`src/rtl/uart_fifo_pkg.sv`:
```
// Shared definitions for the UART FIFO read-side logic.
// Contents:
//   UART_DATA_W / UART_GAP_W / UART_CNT_W  default widths for data, gap timer and frame counter
//   tx_seq_state_e                         3-bit state encoding of fifo_tx_sequencer
package uart_fifo_pkg;

  localparam int unsigned UART_DATA_W = 8;
  localparam int unsigned UART_GAP_W  = 8;
  localparam int unsigned UART_CNT_W  = 16;

  typedef enum logic [2:0] {
    IDLE    = 3'd0,
    POP     = 3'd1,
    CAPTURE = 3'd2,
    OFFER   = 3'd3,
    GAP     = 3'd4
  } tx_seq_state_e;

endpackage

```
`src/rtl/tx_gap_timer.sv`:
```
// Inter-frame gap down-counter for fifo_tx_sequencer.
// Ports:
//   rclk, rrst  clock and asynchronous active-high reset (counter resets to 0)
//   load        load load_val into the counter (takes priority over dec)
//   load_val    gap length in rclk cycles
//   dec         decrement by one; the counter holds at 0
//   done        counter equals 1, i.e. the current cycle is the last gap cycle
module tx_gap_timer #(
  parameter int unsigned GAP_W = 8
) (
  input  logic             rclk,
  input  logic             rrst,
  input  logic             load,
  input  logic [GAP_W-1:0] load_val,
  input  logic             dec,
  output logic             done
);

  logic [GAP_W-1:0] cnt_q;

  always_ff @(posedge rclk or posedge rrst) begin
    if (rrst) begin
      cnt_q <= '0;
    end else if (load) begin
      cnt_q <= load_val;
    end else if (dec && (cnt_q != '0)) begin
      cnt_q <= cnt_q - GAP_W'(1);
    end
  end

  assign done = (cnt_q == GAP_W'(1));

endmodule

```
`src/rtl/fifo_tx_sequencer.sv`:
```
// Read-side controller of the UART async FIFO (rclk domain). Pops one byte at a time from the
// FIFO, offers it to the UART TX serializer over valid/ready, inserts a programmable idle gap
// after every accepted byte and counts accepted frames.
// Ports:
//   rclk, rrst   read clock and asynchronous active-high reset
//   enable       allows new pops to start; a byte already popped is always delivered
//   gap_cycles   idle cycles after each accepted byte, sampled when the gap starts (0 = none)
//   fifo_empty   FIFO empty flag
//   fifo_rdata   FIFO read data, valid one rclk after fifo_rinc
//   fifo_rinc    single-cycle FIFO read increment
//   tx_ready     serializer can accept a byte
//   tx_valid     tx_data is valid
//   tx_data      byte offered to the serializer
//   busy         high whenever the sequencer is not idle
//   frame_cnt    accepted byte count, wraps silently
//   cts_n        (only with FIFO_TX_SEQ_CTS_FLOW_EN) active-low clear-to-send, asynchronous
// Build option: define FIFO_TX_SEQ_CTS_FLOW_EN to add cts_n flow control on new pops.
module fifo_tx_sequencer
  import uart_fifo_pkg::*;
#(
  parameter int unsigned WIDTH = UART_DATA_W,
  parameter int unsigned GAP_W = UART_GAP_W,
  parameter int unsigned CNT_W = UART_CNT_W
) (
  input  logic             rclk,
  input  logic             rrst,
  input  logic             enable,
  input  logic [GAP_W-1:0] gap_cycles,
  input  logic             fifo_empty,
  input  logic [WIDTH-1:0] fifo_rdata,
  output logic             fifo_rinc,
  input  logic             tx_ready,
`ifdef FIFO_TX_SEQ_CTS_FLOW_EN
  input  logic             cts_n,
`endif
  output logic             tx_valid,
  output logic [WIDTH-1:0] tx_data,
  output logic             busy,
  output logic [CNT_W-1:0] frame_cnt
);

  tx_seq_state_e state_q;
  logic          cts_ok;
  logic          gap_load;
  logic          gap_dec;
  logic          gap_done;

`ifdef FIFO_TX_SEQ_CTS_FLOW_EN
  // Two-flop synchronizer; resets to "not clear to send".
  logic [1:0] cts_sync_q;

  always_ff @(posedge rclk or posedge rrst) begin
    if (rrst) begin
      cts_sync_q <= 2'b11;
    end else begin
      cts_sync_q <= {cts_sync_q[0], cts_n};
    end
  end

  assign cts_ok = ~cts_sync_q[1];
`else
  assign cts_ok = 1'b1;
`endif

  // The gap length is captured on the handshake edge, which is also the GAP entry edge.
  assign gap_load = (state_q == OFFER) && tx_ready;
  assign gap_dec  = (state_q == GAP);

  tx_gap_timer #(
    .GAP_W (GAP_W)
  ) u_gap_timer (
    .rclk     (rclk),
    .rrst     (rrst),
    .load     (gap_load),
    .load_val (gap_cycles),
    .dec      (gap_dec),
    .done     (gap_done)
  );

  always_ff @(posedge rclk or posedge rrst) begin
    if (rrst) begin
      state_q   <= IDLE;
      fifo_rinc <= 1'b0;
      tx_valid  <= 1'b0;
      tx_data   <= '0;
      busy      <= 1'b0;
      frame_cnt <= '0;
    end else begin
      unique case (state_q)
        IDLE: begin
          if (enable && !fifo_empty && cts_ok) begin
            state_q   <= POP;
            fifo_rinc <= 1'b1;
            busy      <= 1'b1;
          end
        end
        POP: begin
          fifo_rinc <= 1'b0;
          state_q   <= CAPTURE;
        end
        CAPTURE: begin
          tx_data  <= fifo_rdata;
          tx_valid <= 1'b1;
          state_q  <= OFFER;
        end
        OFFER: begin
          if (tx_ready) begin
            tx_valid  <= 1'b0;
            frame_cnt <= frame_cnt + CNT_W'(1);
            if (gap_cycles != '0) begin
              state_q <= GAP;
            end else begin
              state_q <= IDLE;
              busy    <= 1'b0;
            end
          end
        end
        GAP: begin
          if (gap_done) begin
            state_q <= IDLE;
            busy    <= 1'b0;
          end
        end
        default: begin
          state_q   <= IDLE;
          fifo_rinc <= 1'b0;
          tx_valid  <= 1'b0;
          busy      <= 1'b0;
        end
      endcase
    end
  end

endmodule

```
`config.mk`:
```
export PLATFORM = sky130hd
export DESIGN_NAME = fifo_tx_sequencer
export DESIGN_NICKNAME = d
export VERILOG_FILES = /design/src/rtl/uart_fifo_pkg.sv /design/src/rtl/tx_gap_timer.sv /design/src/rtl/fifo_tx_sequencer.sv
export SDC_FILE = /design/constraint.sdc
export NUM_CORES = 1
export LEC_CHECK = 0
export ABC_AREA = 1
export BUFFER_PORTS_ARGS = -buffer_cell sky130_fd_sc_hd__clkbuf_2
export CORE_UTILIZATION = 35
export CTS_BUF_LIST = sky130_fd_sc_hd__clkbuf_8
export CTS_CLUSTER_DIAMETER = 50
export CTS_CLUSTER_SIZE = 10
export DETAILED_ROUTE_END_ITERATION = 10
export PLACE_DENSITY_LB_ADDON = 0.05
export SYNTH_ARGS = -nofsm -noshare
export SYNTH_HDL_FRONTEND = slang
export SYNTH_SLANG_ARGS = --single-unit
```
`constraint.sdc`:
```
create_clock -name rclk -period 2.6 [get_ports rclk]
set_clock_uncertainty 0.2 [all_clocks]
set_input_delay 0.65 -clock rclk [delete_from_list [all_inputs] [get_ports rclk]]
set_output_delay 0.65 -clock rclk [all_outputs]
set_load 0.05 [all_outputs]
```
==> key figures, run 1 <==
Global routing
  • Global Route met3 Usage: 3.10%
  • GR Util met2: between 20 and 30%
  • Initial antenna violation count: 0
  • First-pass GRT wire length: 7890 um
  • Total GRT Usage: 16.4%
  • Vias in the first global route: 1722
  • Gr busiest metal: met2
  • Met1 Usage GRT: 20.9%
  • GRT overflow: 0
  • Largest net degree at the start of global routing: 39

CTS
  • CTS max path bufs: 2
  • Resize count post-CTS: 0
  • Worst-Skew Late Latency: 0.29 ns
  • CTS Root Cell: clkbuf_8
  • Clock-pin slew of the registers on the worst-case setup and hold paths: around 0.080 ns
  • H-Tree Depth: 2
  • Num CTS Buffers: 5
  • Hold-fix buffer count after cts: 0
  • Clock sinks: 38
  • Setup bufs post-CTS: 0
  • TritonCTS clock tree: built

Final layout
  • Finished Core Util: roughly 45%
  • Fraction of layout cells with a size suffix above 1: 23.6%
  • Layout area overhead: 22.7%
  • Register Area: between 900 and 1000 um2
  • Layout Nets: 337
  • Final instance area: 2530 um2
  • ANT cells: 0
  • Layout fillers: between 500 and 600
  • Area occupied by multi-input gates: roughly 980 um2

Critical path
  • Bufs and invs on worst path: 1
  • WP data required: between 1.5 and 2 ns
  • Critical Path, Cell by Cell: clkbuf_2
  • Critical path arrival: between 1 and 1.5 ns
  • Max incr delay on CP: between 0.4 and 0.5 ns
  • CP Launch Type: flip-flop
  • Max FO, Critical Path: 7
  • CP Class: reg2out
  • Crit end category: output port
  • CP max-delay cell: dfrtp_1
  • Family with the most delay on the worst path: flip-flops

STA
  • Setup tns final: 0 ns
  • Fmax achieved: between 500 and 600 MHz
  • Final setup violation count: 0
  • Tmin final: between 1.5 and 2 ns
  • Max Transition Viols Final: 0
  • RSZ-0062 raised after global routing: false
  • Worst setup margin: ~0.66 ns
  • Slew @ Worst Pin: about 0.49 ns
  • Slew Limit Headroom: between 60% and 70%
  • Period utilization: between 70% and 80%
  • Fin. Hold Viols: 0

Synthesis
  • #FFs+latches synth: 38
  • Syn Inst Count: 258
  • Cell Area, Synth: around 2100 um2
  • Area leader, netlist: dfrtp_1
  • Share of the synthesized area in the top cell type: around 46%
  • Mapped Nets: between 200 and 300
  • Syn avg cell area: 8.00 um2
  • Synth cell types: 25
  • Seq/Total Area, Yosys: 46.1%
  • Synth area leaders: dfrtp_1 46%, nand2_1 13%, nor2_1 6.9%
  • Ys Warns: 0

Placed design
  • DP HPWL: between 3000 and 4000 um
  • Gpl congestion: ~0.82
  • I/O Buffers: 47
  • DP Worst Slack: roughly 0.65 ns
  • Placed inst area: ~2400 um2

Floorplanning
  • DIE HEIGHT: roughly 79 um
  • Site row count: 27
  • Core Area: about 5600 um2
  • Top Ports: 48
  • Die Wd: 78.8 um
  • Initial Util: a little under two fifths
  • Die area: 6210 um2

Worst hold path
  • Worst hold path type: in2async

Run status
  • Status: complete, no violations

Detailed routing
  • WL/cell: roughly 12 um
  • Routed Antenna Nets: 0
  • Final WL: 4640 um
  • Via density: 4.65
  • Via count: 1791
  • Iter 0 DRT Violations: 48
  • DRC Markers: 0
  • Drt first pass iters: 4

Pwr
  • Max VDD drop: 0.570 mV
  • Static leakage: 1.29 nW
  • PwrDens: between 1000 and 1500 nW/um2

Run
  • Max-cap violations: 0
-- state kept, by name, summed over array words and instances, names as in the netlist --
name,count
busy,1
fifo_rinc,1
frame_cnt,16
state_q,3
tx_data,8
tx_valid,1
u_gap_timer.cnt_q,8
-- where the power goes --
| part | total (W) | switching [W] | internal (W) | leakage, nW |
|---|---|---|---|---|
| Clock | 0.000613 | 0.000229 | 0.000385 | 0.0683 |
| Combinational | 0.00134 | 0.000940 | 0.000403 | 0.750 |
| Sequential | 0.000960 | 0.000162 | 0.000798 | 0.473 |
-- final timing paths --
kind	startpoint	end	slack, ns	cells after the start
max	frame_cnt[9]	frame_cnt[9]	0.66	1
min	rrst	tx_data[1]	0.25	3
max reg2reg	u_gap_timer.cnt_q[2]	u_gap_timer.cnt_q[2]	0.78	6
min reg2reg	busy	busy	0.27	2
max in group asynchronous	rrst	u_gap_timer.cnt_q[2]	1.62	3
min in group rclk	busy	busy	0.27	2
-- layout by cell type (no fill, tap or decap), types with 2 or more instances in the layout --
cell type | synthesis | layout
mux2_2 | 8 | 8
ha_1 | 4 | 4
a21oi_1 | 2 | 2
o21ai_0 | 14 | 14
nor2_4 | 2 | 2
clkbuf_2 | 0 | 47
nand3b_1 | 3 | 3
nor2_1 | 38 | 38
dfrtp_1 | 38 | 38
nand4_1 | 7 | 7
xor2_1 | 9 | 9
o211ai_1 | 2 | 2
buf_4 | 1 | 3
clkbuf_8 | 0 | 5
bufinv_16 | 0 | 2
nand3_1 | 13 | 13
nand2_1 | 73 | 73
xnor2_1 | 2 | 2
inv_1 | 30 | 30
nor3_2 | 2 | 2
nor3_1 | 2 | 2
-- per-stage QoR --
stage | hold slack [ns] | cells | total power, W
global placement | 0.262 | 377 | 0.00233
floorplan | 0.315 | 258 | 0.00202
detailed placement | 0.260 | 377 | 0.00232
CTS | 0.259 | 385 | 0.00295
global route | 0.298 | 385 | 0.00312
finish | 0.249 | 385 | 0.00292
-- logic make-up after synthesis --
kind of cell	synth area share, %
flops	46.1
xor+xnor	4.67
simple gates	30.4
fa+ha+maj	2.42
buf+inv	6.30
mux	4.36
compound gates	5.76
-- cells in the mapped netlist (all sizes together) --
master	n
nand2	74
nor2	40
dfrtp	38
inv	30
o21ai	15
nand3	14
xor2	9
mux2	8
nand4	7
ha	4
nor3	4
buf	3
nand3b	3
a21oi	2
o211ai	2
xnor2	2
a22oi	1
o31ai	1
or2	1
-- routing by layer --
| metal | vias to the layer above | wire [um] |
|---|---|---|
| met2 | 33 | 2270 |
| met3 | 5 | 163 |
| li1 | 927 | - |
| met5 | - | 0 |
| met4 | 0 | 63 |
| met1 | 826 | 2140 |
-- final cells by class --
type	count	share of cell area, %
clock buffers	5	2.72
clock inverters	3	2.72
inverters	30	4.45
multi-input cells	187	38.8
flip-flops and latches	38	37.5
well taps	72	3.56
repair buffers	50	10.2
No activity file was read; power rests on OpenSTA's default activity.
==> run 2, diff against run 1 <==
==> constraint.sdc (replaced) <==
create_clock -name rclk -period 1.86 [get_ports rclk]
set_clock_uncertainty 0.2 [all_clocks]
set_input_delay 0.465 -clock rclk [delete_from_list [all_inputs] [get_ports rclk]]
set_output_delay 0.465 -clock rclk [all_outputs]
set_load 0.05 [all_outputs]
==> run 2 against run 1 <==
Against the previous run:
- wire length decreased by 0.69%
- final area grew 0.89%
- global-route usage is 0.66 points higher
- combinational power up 47%
- register-to-register slack lost 0.64 ns
- power increased by 34%
- largest cell class unchanged
==> key figures, run 2 (synthesized netlist as in run 1, its figures left out) <==
Global routing
  • Total GRT Usage: 17.1% (+0.66 points)
  • Vias in the first global route: 1764 (+2.4%)
  • First-pass GRT wire length: 8200 um (+4.0%)
  • GRT overflow: 0 (unchanged)
  • Initial antenna violation count: 0 (unchanged)
  • Largest net degree at the start of global routing: 20 (-49%)

Final layout
  • Fraction of layout cells with a size suffix above 1: 25.5% (+1.9 points)
  • Regs by FF count: frame_cnt (16), tx_data (8), u_gap_timer.cnt_q (8)
  • Finished Core Util: 45.6% (+0.40 points)
  • ANT cells: 0 (unchanged)
  • Largest register by flop count: frame_cnt
  • Max FFs per register: 16 (unchanged)
  • Most frequent cells in the layout: 73 x nand2_1, 47 x clkbuf_2, 38 x dfrtp_1, 37 x nor2_1, 30 x inv_1
  • Final Non-Filler Cells: 393 (+2.1%)
  • Layout area overhead: 23.8%
  • Layout Nets: 345 (+2.4%)
  • Commonest non-fill, non-tap cell in the layout: nand2_1

Floorplanning
  • Die area: 6210 um2 (unchanged)
  • Core Area: 5610 um2 (unchanged)
  • Top Ports: 48 (unchanged)
  • Initial Util: 36.8% (unchanged)
  • Die Wd: 78.8 um (unchanged)
  • DIE HEIGHT: 78.8 um (unchanged)
  • Site row count: 27 (unchanged)

Detailed routing
  • Iter 0 DRT Violations: 45 (-6.3%)
  • Final WL: 4610 um (-0.69%)
  • Drt first pass iters: 4 (unchanged)
  • Via count: 1815 (+1.3%)
  • Routed Antenna Nets: 0 (unchanged)
  • WL/cell: 11.7 um (-2.7%)
  • DRC Markers: 0 (unchanged)
  • Via density: 4.62 (-0.72%)

Critical path
  • R2r startpoint: state_q[2]
  • Crit end category: output port
  • Worst r2r path cells: 8 (+2)
  • Critical path arrival: 1.08 ns (about the same)
  • Bufs and invs on worst path: 1 (unchanged)
  • WP data required: 1.19 ns (-0.56 ns)
  • R2r setup slk: 0.14 ns (-0.64 ns)
  • R2R Path End: frame_cnt[11]
  • CP Class: reg2out
  • Family with the most delay on the worst path: flip-flops
  • Max FO, Critical Path: 7 (unchanged)
  • Max incr delay on CP: 0.47 ns (about the same)
  • CP Launch Type: flip-flop
  • CP max-delay cell: dfrtp_1
  • Critical Path, Cell by Cell: clkbuf_2

Worst hold path
  • Hold depth: 2
  • Hold endpoint: tx_data[2]
  • Min-delay src: fifo_rdata[2]
  • Worst hold path type: in2reg

Placed design
  • DP HPWL: 3550 um (+2.7%)
  • Gpl congestion: 0.820 (about the same)
  • DP Worst Slack: 0.0799 ns (-0.573 ns)
  • Placed Instances: 384 (+1.9%)
  • I/O Buffers: 47 (unchanged)

STA
  • Slew Limit Headroom: 74.5% (+7.2 points)
  • Period utilization: between 90% and 100%
  • Slew @ Worst Pin: 0.379 ns (-0.112 ns)
  • Max Transition Viols Final: 0 (unchanged)
  • Tmin final: about 1.7 ns
  • RSZ-0062 raised after global routing: true
  • Hold slack: 0.196 ns (-0.0529 ns)
  • Fin. Hold Viols: 0 (unchanged)
  • Fmax achieved: around 570 MHz
  • Worst setup margin: 0.114 ns (-0.544 ns)
  • Final setup violation count: 0 (unchanged)

Run status
  • Status: complete, no violations

CTS
  • Clock-pin slew of the registers on the worst-case setup and hold paths: 0.08 ns (about the same)
  • CTS max path bufs: 2 (unchanged)
  • Setup bufs post-CTS: 0 (unchanged)
  • TritonCTS clock tree: built
  • H-Tree Depth: 2 (unchanged)
  • Clock sinks: 38 (unchanged)
  • Num CTS Buffers: 5 (unchanged)
  • CTS Root Cell: clkbuf_8
  • Worst-Skew Late Latency: 0.29 ns (about the same)

Run
  • Max-cap violations: 0 (unchanged)

Pwr
  • PwrDens: 1530 nW/um2 (+33%)
  • Design Power: 0.00390 W (+34%)
  • Static leakage: 1.31 nW (+1.3%)
  • Max VDD drop: 0.797 mV (+40%)
## run 2: cell types whose count changed in the layout (fill, tap and decap cells not counted), sizes merged
cell / delta
clkbuf: +1
clkinvlp: +1
buf: +7
bufinv: -2
dlygate4sd3: +1
## run 2: layout make-up
cell class | count | area [um2]
flip-flops and latches | 38 | 951
multi-input cells | 187 | 986
clock buffers | 6 | 82.6
fillers | 613 | 3050
well taps | 72 | 90.1
inverters | 30 | 113
clock inverters | 2 | 12.5
repair buffers | 58 | 320
## run 2: metal layers
layer	up-vias	routed length, um	track usage (%)	part of all wire, %
li1	948	-	-	-
met1	833	2190	22.3	48
met2	30	2220	27.4	48
met3	4	148	4.14	3.2
met4	0	47	6.11	1.0
met5	-	0	0	0
## run 2: power breakdown
part / switching [W] / total [W] / internal [W]
Sequential: 0.000205 / 0.00132 / 0.00112
Combinational: 0.00135 / 0.00197 / 0.000620
Clock: 0.000316 / 0.000615 / 0.000298
## run 2: worst max-delay path by stage
stage	start	end	slack (ns)	cells past startpoint
floorplan	frame_cnt[3]	frame_cnt[14]	0.07	9
global placement	state_q[2]	frame_cnt[11]	0.15	8
detailed placement	state_q[2]	frame_cnt[11]	0.08	8
CTS	state_q[2]	frame_cnt[11]	0.06	8
global route	state_q[2]	frame_cnt[11]	-0.01	8
finish	frame_cnt[9]	frame_cnt[9]	0.11	1
## run 2: what timing repair did
action | 4_1_cts | 5_1_grt
hold buffers | 1 | 0
resized for setup | 0 | 2
endpoints found under the setup margin | 0 | 4
endpoints found under the hold margin | 3 | 0
## run 2: through the flow
step / cell area (um2) / TNS (ns)
after floorplan: 2060 / 0
after global placement: 2450 / 0
after detailed placement: 2450 / 0
after CTS: 2550 / 0
after global routing: 2550 / -0.0145
final: 2550 / 0
